===== config.mk =====
export PLATFORM = sky130hd
export DESIGN_NAME = tag_miss_handler
export DESIGN_NICKNAME = d
export VERILOG_FILES = /design/src/rtl/tag_miss_handler_pkg.sv /design/src/rtl/tag_miss_handler_victim_select.sv /design/src/rtl/tag_miss_handler.sv
export SDC_FILE = /design/constraint.sdc
export NUM_CORES = 1
export LEC_CHECK = 0
export CORE_MARGIN = 2
export CORE_UTILIZATION = 25
export DETAILED_ROUTE_END_ITERATION = 10
export PLACE_DENSITY_LB_ADDON = 0.1
export RECOVER_POWER = 25
export SETUP_SLACK_MARGIN = 0.15
export SYNTH_ARGS = -nofsm -noshare
export SYNTH_HDL_FRONTEND = slang
export SYNTH_SLANG_ARGS = --single-unit
export TNS_END_PERCENT = 5

===== constraint.sdc =====
create_clock -name clock_i -period 3.25 [get_ports clock_i]
set_input_delay 0.65 -clock clock_i [delete_from_list [all_inputs] [get_ports clock_i]]
set_output_delay 0.65 -clock clock_i [all_outputs]
set_load 0.02 [all_outputs]

===== src/rtl/tag_miss_handler_pkg.sv =====
// -----------------------------------------------------------------------------
// tag_miss_handler_pkg
// Shared definitions for the tag miss handler: the CLOG2 helper macro, default
// geometry with its derived widths, and the controller state encoding.
// No ports (package).
// -----------------------------------------------------------------------------
`ifndef TAG_MISS_HANDLER_CLOG2_DEFINED
`define TAG_MISS_HANDLER_CLOG2_DEFINED
`define CLOG2(x) $clog2(x)
`endif

package tag_miss_handler_pkg;

    // Default geometry
    localparam int unsigned DEF_BW_ADDR_SPACE        = 12;
    localparam int unsigned DEF_CACHE_BLOCK_CAPACITY = 4;
    localparam int unsigned DEF_WORDS_PER_BLOCK      = 4;
    localparam int unsigned DEF_BW_DATA              = 32;

    // Widths derived from the default geometry
    localparam int unsigned DEF_BW_CACHE_ADDR      = `CLOG2(DEF_CACHE_BLOCK_CAPACITY);
    localparam int unsigned DEF_BW_WORDS_PER_BLOCK = `CLOG2(DEF_WORDS_PER_BLOCK);
    localparam int unsigned DEF_BW_TAG             = DEF_BW_ADDR_SPACE - DEF_BW_WORDS_PER_BLOCK;

    // Controller states
    typedef enum logic [2:0] {
        StIdle    = 3'd0,
        StLookup  = 3'd1,
        StEvict   = 3'd2,
        StFetch   = 3'd3,
        StInstall = 3'd4,
        StResp    = 3'd5
    } state_t;

endpackage


===== src/rtl/tag_miss_handler_victim_select.sv =====
// -----------------------------------------------------------------------------
// tag_miss_handler_victim_select
// Chooses the slot to refill on a miss. Any invalid slot wins, lowest index
// first; only when every slot is valid does the round-robin pointer decide,
// and the pointer then steps to the next slot (wrapping).
//
// Ports:
//   clock_i        clock, rising edge
//   resetn_i       asynchronous active-low reset (pointer -> 0)
//   valid_map_i    per-slot valid bits
//   advance_i      a victim is being consumed this cycle
//   victim_o       selected slot
//   victim_valid_o selected slot currently holds a valid tag
// -----------------------------------------------------------------------------
module tag_miss_handler_victim_select
    import tag_miss_handler_pkg::*;
#(
    parameter int unsigned CACHE_BLOCK_CAPACITY = DEF_CACHE_BLOCK_CAPACITY,
    localparam int unsigned BW_CACHE_ADDR       = `CLOG2(CACHE_BLOCK_CAPACITY)
) (
    input  logic                            clock_i,
    input  logic                            resetn_i,
    input  logic [CACHE_BLOCK_CAPACITY-1:0] valid_map_i,
    input  logic                            advance_i,
    output logic [BW_CACHE_ADDR-1:0]        victim_o,
    output logic                            victim_valid_o
);

    logic [BW_CACHE_ADDR-1:0] ptr_q;
    logic [BW_CACHE_ADDR-1:0] free_idx;
    logic                     all_valid;

    assign all_valid = &valid_map_i;

    // Scan downwards so the lowest invalid index is the last one written.
    always_comb begin
        free_idx = '0;
        for (int i = CACHE_BLOCK_CAPACITY - 1; i >= 0; i--) begin
            if (!valid_map_i[i]) begin
                free_idx = BW_CACHE_ADDR'(i);
            end
        end
    end

    assign victim_o       = all_valid ? ptr_q : free_idx;
    assign victim_valid_o = all_valid;

    // Capacity is a power of two, so the natural wrap is the modulo.
    always_ff @(posedge clock_i or negedge resetn_i) begin
        if (!resetn_i) begin
            ptr_q <= '0;
        end else if (advance_i && all_valid) begin
            ptr_q <= ptr_q + BW_CACHE_ADDR'(1);
        end
    end

endmodule


===== src/rtl/tag_miss_handler.sv =====
// -----------------------------------------------------------------------------
// tag_miss_handler
// Request-side controller in front of a fully-associative tag table. Splits a
// word address into tag and offset, searches the table, and on a hit returns
// {slot, offset}. On a miss it picks a victim, invalidates it, fetches the
// whole block from main memory into cache data memory one word at a time,
// installs the new tag and then responds.
//
// Ports:
//   clock_i, resetn_i          clock / asynchronous active-low reset
//   req_valid_i, req_ready_o   request handshake (ready only in idle)
//   req_addr_i                 word address
//   rsp_valid_o, rsp_hit_o     one-cycle response pulse, hit flag
//   rsp_cache_addr_o           {slot, offset}
//   tag_search_o               tag under search (lookup cycle only)
//   tag_hit_i, tag_addr_i      table search result
//   tag_wren_o, tag_rmen_o     table install / invalidate strobes
//   tag_write_o, tag_slot_o    tag and slot for those strobes
//   mem_rd_o, mem_addr_o       memory read strobe and held address
//   mem_valid_i, mem_data_i    memory read return
//   cache_wren_o               cache data write strobe
//   cache_addr_o, cache_data_o {slot, word} and data for the write
// -----------------------------------------------------------------------------
module tag_miss_handler
    import tag_miss_handler_pkg::*;
#(
    parameter int unsigned BW_ADDR_SPACE        = DEF_BW_ADDR_SPACE,
    parameter int unsigned CACHE_BLOCK_CAPACITY = DEF_CACHE_BLOCK_CAPACITY,
    parameter int unsigned WORDS_PER_BLOCK      = DEF_WORDS_PER_BLOCK,
    parameter int unsigned BW_DATA              = DEF_BW_DATA,
    localparam int unsigned BW_CACHE_ADDR       = `CLOG2(CACHE_BLOCK_CAPACITY),
    localparam int unsigned BW_WORDS_PER_BLOCK  = `CLOG2(WORDS_PER_BLOCK),
    localparam int unsigned BW_TAG              = BW_ADDR_SPACE - BW_WORDS_PER_BLOCK,
    localparam int unsigned BW_LOC              = BW_CACHE_ADDR + BW_WORDS_PER_BLOCK
) (
    input  logic                     clock_i,
    input  logic                     resetn_i,
    // request / response
    input  logic                     req_valid_i,
    output logic                     req_ready_o,
    input  logic [BW_ADDR_SPACE-1:0] req_addr_i,
    output logic                     rsp_valid_o,
    output logic                     rsp_hit_o,
    output logic [BW_LOC-1:0]        rsp_cache_addr_o,
    // tag table
    output logic [BW_TAG-1:0]        tag_search_o,
    input  logic                     tag_hit_i,
    input  logic [BW_CACHE_ADDR-1:0] tag_addr_i,
    output logic                     tag_wren_o,
    output logic                     tag_rmen_o,
    output logic [BW_TAG-1:0]        tag_write_o,
    output logic [BW_CACHE_ADDR-1:0] tag_slot_o,
    // main memory
    output logic                     mem_rd_o,
    output logic [BW_ADDR_SPACE-1:0] mem_addr_o,
    input  logic                     mem_valid_i,
    input  logic [BW_DATA-1:0]       mem_data_i,
    // cache data memory
    output logic                     cache_wren_o,
    output logic [BW_LOC-1:0]        cache_addr_o,
    output logic [BW_DATA-1:0]       cache_data_o
);

    localparam logic [BW_WORDS_PER_BLOCK-1:0] LAST_WORD =
        BW_WORDS_PER_BLOCK'(WORDS_PER_BLOCK - 1);

    state_t                          state_q;
    logic [BW_TAG-1:0]               tag_q;
    logic [BW_WORDS_PER_BLOCK-1:0]   offset_q;
    logic [BW_WORDS_PER_BLOCK-1:0]   word_q;
    logic [BW_CACHE_ADDR-1:0]        victim_q;
    logic [CACHE_BLOCK_CAPACITY-1:0] valid_q;

    // Registered outputs
    logic                     req_ready_q;
    logic                     rsp_valid_q;
    logic                     rsp_hit_q;
    logic [BW_LOC-1:0]        rsp_cache_addr_q;
    logic [BW_TAG-1:0]        tag_search_q;
    logic                     tag_wren_q;
    logic                     tag_rmen_q;
    logic [BW_TAG-1:0]        tag_write_q;
    logic [BW_CACHE_ADDR-1:0] tag_slot_q;
    logic                     mem_rd_q;
    logic [BW_ADDR_SPACE-1:0] mem_addr_q;
    logic                     cache_wren_q;
    logic [BW_LOC-1:0]        cache_addr_q;
    logic [BW_DATA-1:0]       cache_data_q;

    logic [BW_CACHE_ADDR-1:0] victim;
    logic                     victim_was_valid;
    logic                     victim_take;

    // A victim is consumed on the lookup edge that detects a miss.
    assign victim_take = (state_q == StLookup) && !tag_hit_i;

    tag_miss_handler_victim_select #(
        .CACHE_BLOCK_CAPACITY (CACHE_BLOCK_CAPACITY)
    ) u_victim_select (
        .clock_i        (clock_i),
        .resetn_i       (resetn_i),
        .valid_map_i    (valid_q),
        .advance_i      (victim_take),
        .victim_o       (victim),
        .victim_valid_o (victim_was_valid)
    );

    always_ff @(posedge clock_i or negedge resetn_i) begin
        if (!resetn_i) begin
            state_q          <= StIdle;
            tag_q            <= '0;
            offset_q         <= '0;
            word_q           <= '0;
            victim_q         <= '0;
            valid_q          <= '0;
            req_ready_q      <= 1'b0;
            rsp_valid_q      <= 1'b0;
            rsp_hit_q        <= 1'b0;
            rsp_cache_addr_q <= '0;
            tag_search_q     <= '0;
            tag_wren_q       <= 1'b0;
            tag_rmen_q       <= 1'b0;
            tag_write_q      <= '0;
            tag_slot_q       <= '0;
            mem_rd_q         <= 1'b0;
            mem_addr_q       <= '0;
            cache_wren_q     <= 1'b0;
            cache_addr_q     <= '0;
            cache_data_q     <= '0;
        end else begin
            // Strobes and their qualifiers are low unless a state raises them.
            rsp_valid_q      <= 1'b0;
            rsp_hit_q        <= 1'b0;
            rsp_cache_addr_q <= '0;
            tag_wren_q       <= 1'b0;
            tag_rmen_q       <= 1'b0;
            tag_write_q      <= '0;
            tag_slot_q       <= '0;
            mem_rd_q         <= 1'b0;
            cache_wren_q     <= 1'b0;
            cache_addr_q     <= '0;
            cache_data_q     <= '0;

            unique case (state_q)
                StIdle: begin
                    req_ready_q <= 1'b1;
                    if (req_valid_i && req_ready_q) begin
                        tag_q        <= req_addr_i[BW_ADDR_SPACE-1:BW_WORDS_PER_BLOCK];
                        offset_q     <= req_addr_i[BW_WORDS_PER_BLOCK-1:0];
                        tag_search_q <= req_addr_i[BW_ADDR_SPACE-1:BW_WORDS_PER_BLOCK];
                        req_ready_q  <= 1'b0;
                        state_q      <= StLookup;
                    end
                end

                StLookup: begin
                    tag_search_q <= '0;
                    if (tag_hit_i) begin
                        rsp_valid_q      <= 1'b1;
                        rsp_hit_q        <= 1'b1;
                        rsp_cache_addr_q <= {tag_addr_i, offset_q};
                        state_q          <= StResp;
                    end else begin
                        // Invalidate only slots that actually hold a tag.
                        victim_q         <= victim;
                        tag_rmen_q       <= victim_was_valid;
                        tag_slot_q       <= victim;
                        valid_q[victim]  <= 1'b0;
                        state_q          <= StEvict;
                    end
                end

                StEvict: begin
                    word_q     <= '0;
                    mem_rd_q   <= 1'b1;
                    mem_addr_q <= {tag_q, {BW_WORDS_PER_BLOCK{1'b0}}};
                    state_q    <= StFetch;
                end

                StFetch: begin
                    // One read outstanding; each return writes the cache and
                    // launches the next read in the same cycle.
                    if (mem_valid_i) begin
                        cache_wren_q <= 1'b1;
                        cache_addr_q <= {victim_q, word_q};
                        cache_data_q <= mem_data_i;
                        if (word_q == LAST_WORD) begin
                            word_q      <= '0;
                            mem_addr_q  <= '0;
                            tag_wren_q  <= 1'b1;
                            tag_write_q <= tag_q;
                            tag_slot_q  <= victim_q;
                            state_q     <= StInstall;
                        end else begin
                            word_q     <= word_q + BW_WORDS_PER_BLOCK'(1);
                            mem_rd_q   <= 1'b1;
                            mem_addr_q <= {tag_q, word_q + BW_WORDS_PER_BLOCK'(1)};
                        end
                    end
                end

                StInstall: begin
                    valid_q[victim_q] <= 1'b1;
                    rsp_valid_q       <= 1'b1;
                    rsp_hit_q         <= 1'b0;
                    rsp_cache_addr_q  <= {victim_q, offset_q};
                    state_q           <= StResp;
                end

                StResp: begin
                    req_ready_q <= 1'b1;
                    state_q     <= StIdle;
                end

                default: begin
                    state_q <= StIdle;
                end
            endcase
        end
    end

    assign req_ready_o      = req_ready_q;
    assign rsp_valid_o      = rsp_valid_q;
    assign rsp_hit_o        = rsp_hit_q;
    assign rsp_cache_addr_o = rsp_cache_addr_q;
    assign tag_search_o     = tag_search_q;
    assign tag_wren_o       = tag_wren_q;
    assign tag_rmen_o       = tag_rmen_q;
    assign tag_write_o      = tag_write_q;
    assign tag_slot_o       = tag_slot_q;
    assign mem_rd_o         = mem_rd_q;
    assign mem_addr_o       = mem_addr_q;
    assign cache_wren_o     = cache_wren_q;
    assign cache_addr_o     = cache_addr_q;
    assign cache_data_o     = cache_data_q;

endmodule


==> After elaboration in Yosys (flattened, before gate mapping) <==
Cells that the tools add are included.
{ "totals": {"reg_bits": 106, "in_bits": 51, "output_inout_bits": 81, "wordCells": 111} }
{ "classes": {"addsub": 2, "order_cmp": 4, "eq_ne": 10, "muxes": 52, "bitwise_logic": 4, "reduce_logical": 18} }
{ "op_table": {"columns": ["cell", "count"], "rows": [
  ["$mux W32", 2],
  ["$mux W10", 4],
  ["$mux W12", 2],
  ["$pmux W12 S2", 1],
  ["$mux W2", 10],
  ["$pmux W10 S2", 1],
  ["$mux W4", 4],
  ["$pmux W4 S2", 2],
  ["$pmux W3 S5", 1],
  ["$mux W1", 14],
  ["$mux W3", 4],
  ["$reduce_and A2 Y1", 5],
  ["$ne A2 B2 Y1 const B", 4],
  ["$pmux W2 S2", 2],
  ["$reduce_bool A2 Y1", 4],
  ["$eq A3 B2 Y1 const B", 2],
  ["$eq A3 B3 Y1 const B", 2],
  ["$lt A2 B3 Y1 const B", 2],
  ["$pmux W1 S2", 3],
  ["$logic_and A1 B1 Y1", 5],
  ["$add A2 B1 Y2 const B", 2],
  ["$and A4 B4 Y4", 1],
  ["$demux W1 S2", 2],
  ["$ge A2 B1 Y1 const B", 2],
  ["9 further kinds", 9]
]} }

==> Depth between registers and ports, before layout <==
Gate-level depths: netlist (run 1).
{ "depth": {"word_depth": 13, "mapped_depth": 6, "ltp_nobuf": 5} }

==> Modules after synthesis <==
From an unflattened synthesis (run 1), not the netlist that was laid out.
{ "unflattened": {"cells_unflattened": 284, "area_unflattened_um2": 3816.2} }
{ "modules_own_cells": {"columns": ["module", "n_inst", "cells_per_inst", "area_per_inst_um2", "seq_area_each_um2"], "rows": [
  ["tag_miss_handler", 1, 271, 3693.5, 2552.4],
  ["tag_miss_handler_victim_select", 1, 13, 122.6, 50.0]
]} }

==> Worst setup path before layout (run 1) <==
OpenSTA, ideal clock, no wires.
{ "synth_timing": {"path_type": "input-to-reg", "startpoint": "input port tag_hit_i", "endpoint": "register u_victim_select.ptr_q[1]", "setup_ns": 0.123, "arrival_ns": 1.642, "t_required_ns": 3.127, "path_slack_ns": 1.486, "stages": 5, "n_path_buf": 1, "path_cell_list": "or4b_1 -> buf_2 -> nor3_4 -> nand2_1 -> xnor2_1"} }
{ "synth_between": {"elab_chain_len": 3} }
{ "synth_rtl": {"columns": ["element", "line", "source"], "rows": [
  ["from (decl)", "tag_miss_handler.sv:47", "input logic tag_hit_i,"],
  ["$logic_not A1 Y1", "tag_miss_handler.sv:95", "assign victim_take = (state_q == StLookup) && !tag_hit_i;"],
  ["$logic_and A1 B1 Y1", "tag_miss_handler.sv:95", null],
  ["$logic_and A1 B1 Y1", "tag_miss_handler_victim_select.sv:52", "end else if (advance_i && all_valid) begin"],
  ["to (signal assigned)", "tag_miss_handler_victim_select.sv:53", "ptr_q <= ptr_q + BW_CACHE_ADDR'(1);"],
  ["to (decl)", "tag_miss_handler_victim_select.sv:29", "logic [BW_CACHE_ADDR-1:0] ptr_q;"]
]} }
Every way passes these cells.
A chain may end at the register's enable or synchronous reset.

==> reports/results.txt, run 1 <==
Min Hold Slack = 0.289 ns
Vias in the first global route = 2,681
Startpoint types = input port
Initial core utilization = 25.5%
Setup TNS = 0 ns
Most frequent cells in the layout = clkdlybuf4s50_1, dfrtp_1, nand2_1
Post-synth top area share = 70.2%
Initial antenna violation count = 0
Clock Skews = 0.00686 ns
GPL Wtd Cong = 0.696
Cell Rows = 44
Remaining Overflow, GRT = 0
Final cycle utilization of the critical path = 68.0%
CTS tree = built
HP Class = input port to async pin
Multi-input gate area = 1030 um2
Routed via count = 2,634
Worst path max stage delay = 1.24 ns
Core Util, Final = 38.1%
Warning count from the yosys run = 0
Top_reg_cell synth = dfrtp_1
Avg Cell Area, Syn = 12.1 um2
TritonCTS Buffers = 9
CP Data Required Time = 3.41 ns
Detailed Place HPWL = 6.58 mm
Worst setup path class = input port to async pin
# setup viols final = 0
First-pass GRT wire length = 15.0 mm
H-tree Lvls = 3
Critical-path top delay cell = clkbuf_1
Placed inst area = 5240 um2
Status = finished, violations left
Final instance area = 5540 um2
Post-detailed-route wirelength per cell = 14.6 um
Port Buffer Count = 131
Leakage = 2.60 nW
Async set-reset flop share out of synthesis = 100%
Drt initial violations = 103
Routed Antenna Nets = 0
Final wirelength = 9.18 mm
Core area = 14,500 um2
CP arrival = 2.37 ns
Worst Path Buf+Inv = 2
Synth Cell Area = 3710 um2
Clock sinks = 104
Clock Tree Buf Depth = 2
Diodes inserted = 0
Area delta synth->final = 49.3%
Max_cap viols = 1
Top post-synthesis cells by area = dfrtp_1, and2_1, nand2_1
Final Hold Fails = 0
Die Span Y = 126 um
Setup repair bufs after CTS = 0
Final Slew Violations = 33
Seq/Total Area, Yosys = 70.2%
Remaining DRCs = 0
Worst Path Max Fanout = 44
Slew of the pin with the lowest slew margin = 1.63 ns
Peak VDD IR = 0.000289 V
Seq cells post-synth = 104
Sequential standard cell area = 2600 um2
Fillcell total = 1,468
DIE WIDTH = 126 um
Final net count = 493
Setup crit end kind = async pin
Post-route minimum period = 2.21 ns
Net Count, Synth = 359
Power Density = 784 nW/um2
RSZ-0062 raised after global routing = no
Post-Synthesis Cells = 307
Root Driver = clkbuf_16
Most common cell after layout, fill and taps aside = clkdlybuf4s50_1
Drt pass-1 iters = 4
Clock Pin Slew Worst Setup and Hold Paths = 0.07 ns
Crit path max-delay family = buffers and inverters
Hold Buf Count CTS = 0
Post-synth top area cell = dfrtp_1
Boundary Pins = 132
Largest net degree at the start of global routing = 45
Fmax = 452 MHz
Failing checks = max-capacitance violations, max-slew violations
Max-slew headroom = -8.82%
Yosys cell types = 33
Share of layout cells above drive strength 1 = 5.38%
Vias per cell = 4.18
Die Area = 15,800 um2
Worst path cell trace = buf_4 > clkbuf_1
Cts repair resizes = 0
Number of flops mapped to enable cells by yosys = 0
Total global-route track usage = 12.2%
Skew-Pair Late Insertion Delay = 0.35 ns
==> registers in the layout, indices dropped and copies added, names as in the netlist, 2 cells and up <==
signal	cells
cache_addr_o	4
cache_data_o	32
mem_addr_o	11
offset_q	2
rsp_cache_addr_o	4
state_q	3
tag_q	10
tag_search_o	10
tag_slot_o	2
tag_write_o	10
u_victim_select.ptr_q	2
valid_q	4
victim_q	2
==> stage by stage <==
stage / setup WS, ns / std cells / power, W
floorplan: 1.49 / 307 / 0.00261
global placement: 0.857 / 614 / 0.00328
detailed placement: 0.837 / 614 / 0.00329
CTS: 1.12 / 630 / 0.00442
global route: 0.586 / 630 / 0.00462
finish: 1.04 / 630 / 0.00434
==> cell usage after synthesis (2+ instances only) <==
cell      count
a21o_1        3
a21oi_1      19
a22o_1       11
a31oi_1       2
and2_1       40
and3_1       12
buf_2         7
clkbuf_1      8
dfrtp_1     104
inv_1         6
nand2_1      58
nand2b_1      4
nor2_1        4
nor2b_1       5
nor3_1        3
o21ai_0       4
==> final timing paths <==
kind                  slack (ns)  depth (start not counted)                       end                     start
max                         1.04                          2          cache_data_o[19]                  resetn_i
min                         0.29                          1                valid_q[3]                  resetn_i
max reg2reg                 1.36                          5           cache_addr_o[1]                state_q[0]
min reg2reg                 0.48                          1  u_victim_select.ptr_q[1]  u_victim_select.ptr_q[1]
max in group clock_i        1.16                          1             mem_addr_o[0]                 word_q[0]
min in group clock_i        0.48                          1  u_victim_select.ptr_q[1]  u_victim_select.ptr_q[1]
==> metal layers <==
layer,GRT usage [%],wire [um],up-vias
li1,-,-,1275
met1,17.4,4440,1264
met2,17.5,4170,85
met3,2.80,455,10
met4,6.21,119,0
met5,0,0,-
==> cell families after synthesis <==
family                   Yosys count  synth area share, %
AND/OR/NAND/NOR                  132                 18.3
flip-flops                       104                 70.2
AO/OA/AOI/OAI                     47                 8.33
buffers and inverters             21                 2.36
XOR/XNOR                           2                0.472
adder cells (fa/ha/maj)            1                0.337
==> where the power goes <==
part | switching (W) | internal (W)
clock network | 0.000462 | 0.000638
logic | 0.000741 | 0.000641
registers | 0.000256 | 0.00161
==> area by class of cell <==
type / instances / share of cell area, %
multi-input cells: 182 / 18.5
clock inverters: 3 / 0.723
clock buffers: 13 / 4.70
flip-flops and latches: 104 / 47.0
well taps: 184 / 4.16
inverters: 6 / 0.407
repair buffers: 138 / 24.5
Note: power is estimated with default switching activity, not from simulation.
==> inputs of run 2 (changes only) <==
- clock period: 3.25 -> 1.8 ns (I/O delays scaled with it)
==> run 2 against run 1 <==
The run now ends clean; setup slack lost 0.94 ns; first-iteration DRC count increased by 57%; flip-flop and latch count unchanged; total power rose by 86%; via count increased by 1.8%; critical path depth down 1; combinational power increased by 96%; count of clock-buffer cells in the layout unchanged; largest power group unchanged.
==> reports/results.txt, run 2 (synthesis gave the netlist of run 1 again) <==
RSZ-0062 raised after global routing = yes
GPL Wtd Cong = 0.722
Most frequent cells in the layout = clkdlybuf4s50_1, dfrtp_1, nand2_1
Cell Rows = 44
Routed Antenna Nets = 0
Worst path cell trace = clkdlybuf4s50_1
Clock sinks = 104
CP Data Required Time = 1.44 ns
Clock Pin Slew Worst Setup and Hold Paths = 0.07 ns
DIE WIDTH = 126 um
Fmax = 588 MHz
Diodes inserted = 0
TritonCTS Buffers = 9
Leakage = 2.71 nW
Detailed Place HPWL = 6.57 mm
First-pass GRT wire length = 14.9 mm
Worst setup path class = flip-flop to primary output
Worst Path Buf+Inv = 1
Initial core utilization = 25.5%
Power Density = 1420 nW/um2
Sequential standard cell area = 2600 um2
Share of layout cells above drive strength 1 = 8.06%
Fillcell total = 1,472
CP arrival = 1.34 ns
Status = finished clean
Die Span Y = 126 um
Final instance area = 5660 um2
Worst path max stage delay = 0.65 ns
Port Buffer Count = 131
Total global-route track usage = 12.1%
Drt initial violations = 162
Final Hold Fails = 0
Boundary Pins = 132
Largest net degree at the start of global routing = 49
Clock Tree Buf Depth = 2
Skew-Pair Late Insertion Delay = 0.34 ns
Clock Skews = 0.00582 ns
Core Util, Final = 39.0%
H-tree Lvls = 3
CTS tree = built
Placed inst area = 5350 um2
Max_cap viols = 0
Area delta synth->final = 52.7%
Startpoint types = flip-flop
Slew of the pin with the lowest slew margin = 0.712 ns
Peak VDD IR = 0.000619 V
Root Driver = clkbuf_16
Post-route minimum period = 1.70 ns
Max-slew headroom = 52.2%
Post-detailed-route wirelength per cell = 14.4 um
Vias in the first global route = 2,739
Most common cell after layout, fill and taps aside = clkdlybuf4s50_1
Worst Path Max Fanout = 2
Routed via count = 2,681
Final cycle utilization of the critical path = 94.5%
Die Area = 15,800 um2
Crit path max-delay family = buffers and inverters
Setup crit end kind = primary output
Remaining DRCs = 0
Number of flip-flops in the largest register = 32
Final net count = 506
HP Class = input port to async pin
Remaining Overflow, GRT = 0
# setup viols final = 0
Core area = 14,500 um2
Multi-input gate area = 1030 um2
Vias per cell = 4.17
Initial antenna violation count = 0
Final wirelength = 9.24 mm
Final Slew Violations = 0
Drt pass-1 iters = 4
Critical-path top delay cell = clkdlybuf4s50_1
==> run 2: changes by cell type in the layout (fill, tap and decap cells not counted), sizes merged <==
cell | before | now
dlygate4sd2 | 0 | 3
clkbuf | 14 | 15
dlygate4sd3 | 0 | 1
buf | 7 | 18
dlymetal6s2s | 0 | 2
bufinv | 1 | 2
clkdlybuf4s50 | 130 | 125
clkinv | 2 | 1
==> run 2: path summary, 6_finish.rpt <==
path	start	end	slack, ns	cells past startpoint
worst min-delay path	resetn_i	rsp_cache_addr_o[2]	0.42	2
worst max-delay path	mem_addr_o[2]	mem_addr_o[2]	0.1	1
max in group asynchronous	resetn_i	state_q[0]	0.40	3
worst min register to register	offset_q[1]	offset_q[1]	0.48	2
min in group clock_i	offset_q[1]	offset_q[1]	0.48	2
worst max register to register	state_q[0]	tag_search_o[8]	0.23	5
==> run 2: what timing repair did <==
item	in CTS	in global routing
gates resized for setup	3	4
setup endpoints to repair	67	109
hold buffers	1	0
setup buffers	0	1
hold endpoints to repair	16	0
==> run 2: report_power, final <==
part           switching (W)  leakage [nW]  internal [W]
sequential          0.000366          1.38       0.00290
combinational        0.00144          1.17       0.00125
clock               0.000836         0.154       0.00126
total                0.00265          2.71       0.00541
==> run 2: through the flow <==
stage | cells | hold slack, ns | power (W) | worst slack, ns | TNS [ns]
4_1_cts | 642 | 0.431 | 0.00820 | 0.0587 | 0
3_3_place_gp | 625 | 0.261 | 0.00604 | -0.144 | -1.52
2_1_floorplan | 307 | 0.0644 | 0.00471 | 0.224 | 0
3_5_place_dp | 625 | 0.272 | 0.00606 | -0.185 | -1.91
5_1_grt | 643 | 0.451 | 0.00859 | 0.0586 | 0
6_report | 643 | 0.417 | 0.00806 | 0.0987 | 0
==> run 2: layout make-up <==
class / instances / share of cell area, %
flip-flops and latches: 104 / 46.0
repair buffers: 151 / 25.9
multi-input cells: 182 / 18.1
clock buffers: 13 / 4.42
well taps: 184 / 4.06
clock inverters: 3 / 1.15
inverters: 6 / 0.398
==> run 2: metal layers <==
layer	part of all wire [%]	track usage, %	up-vias
li1	-	-	1299
met3	4.8	2.72	13
met1	47	16.6	1289
met4	2.2	5.62	0
met2	46	18.3	80
met5	0	0	-
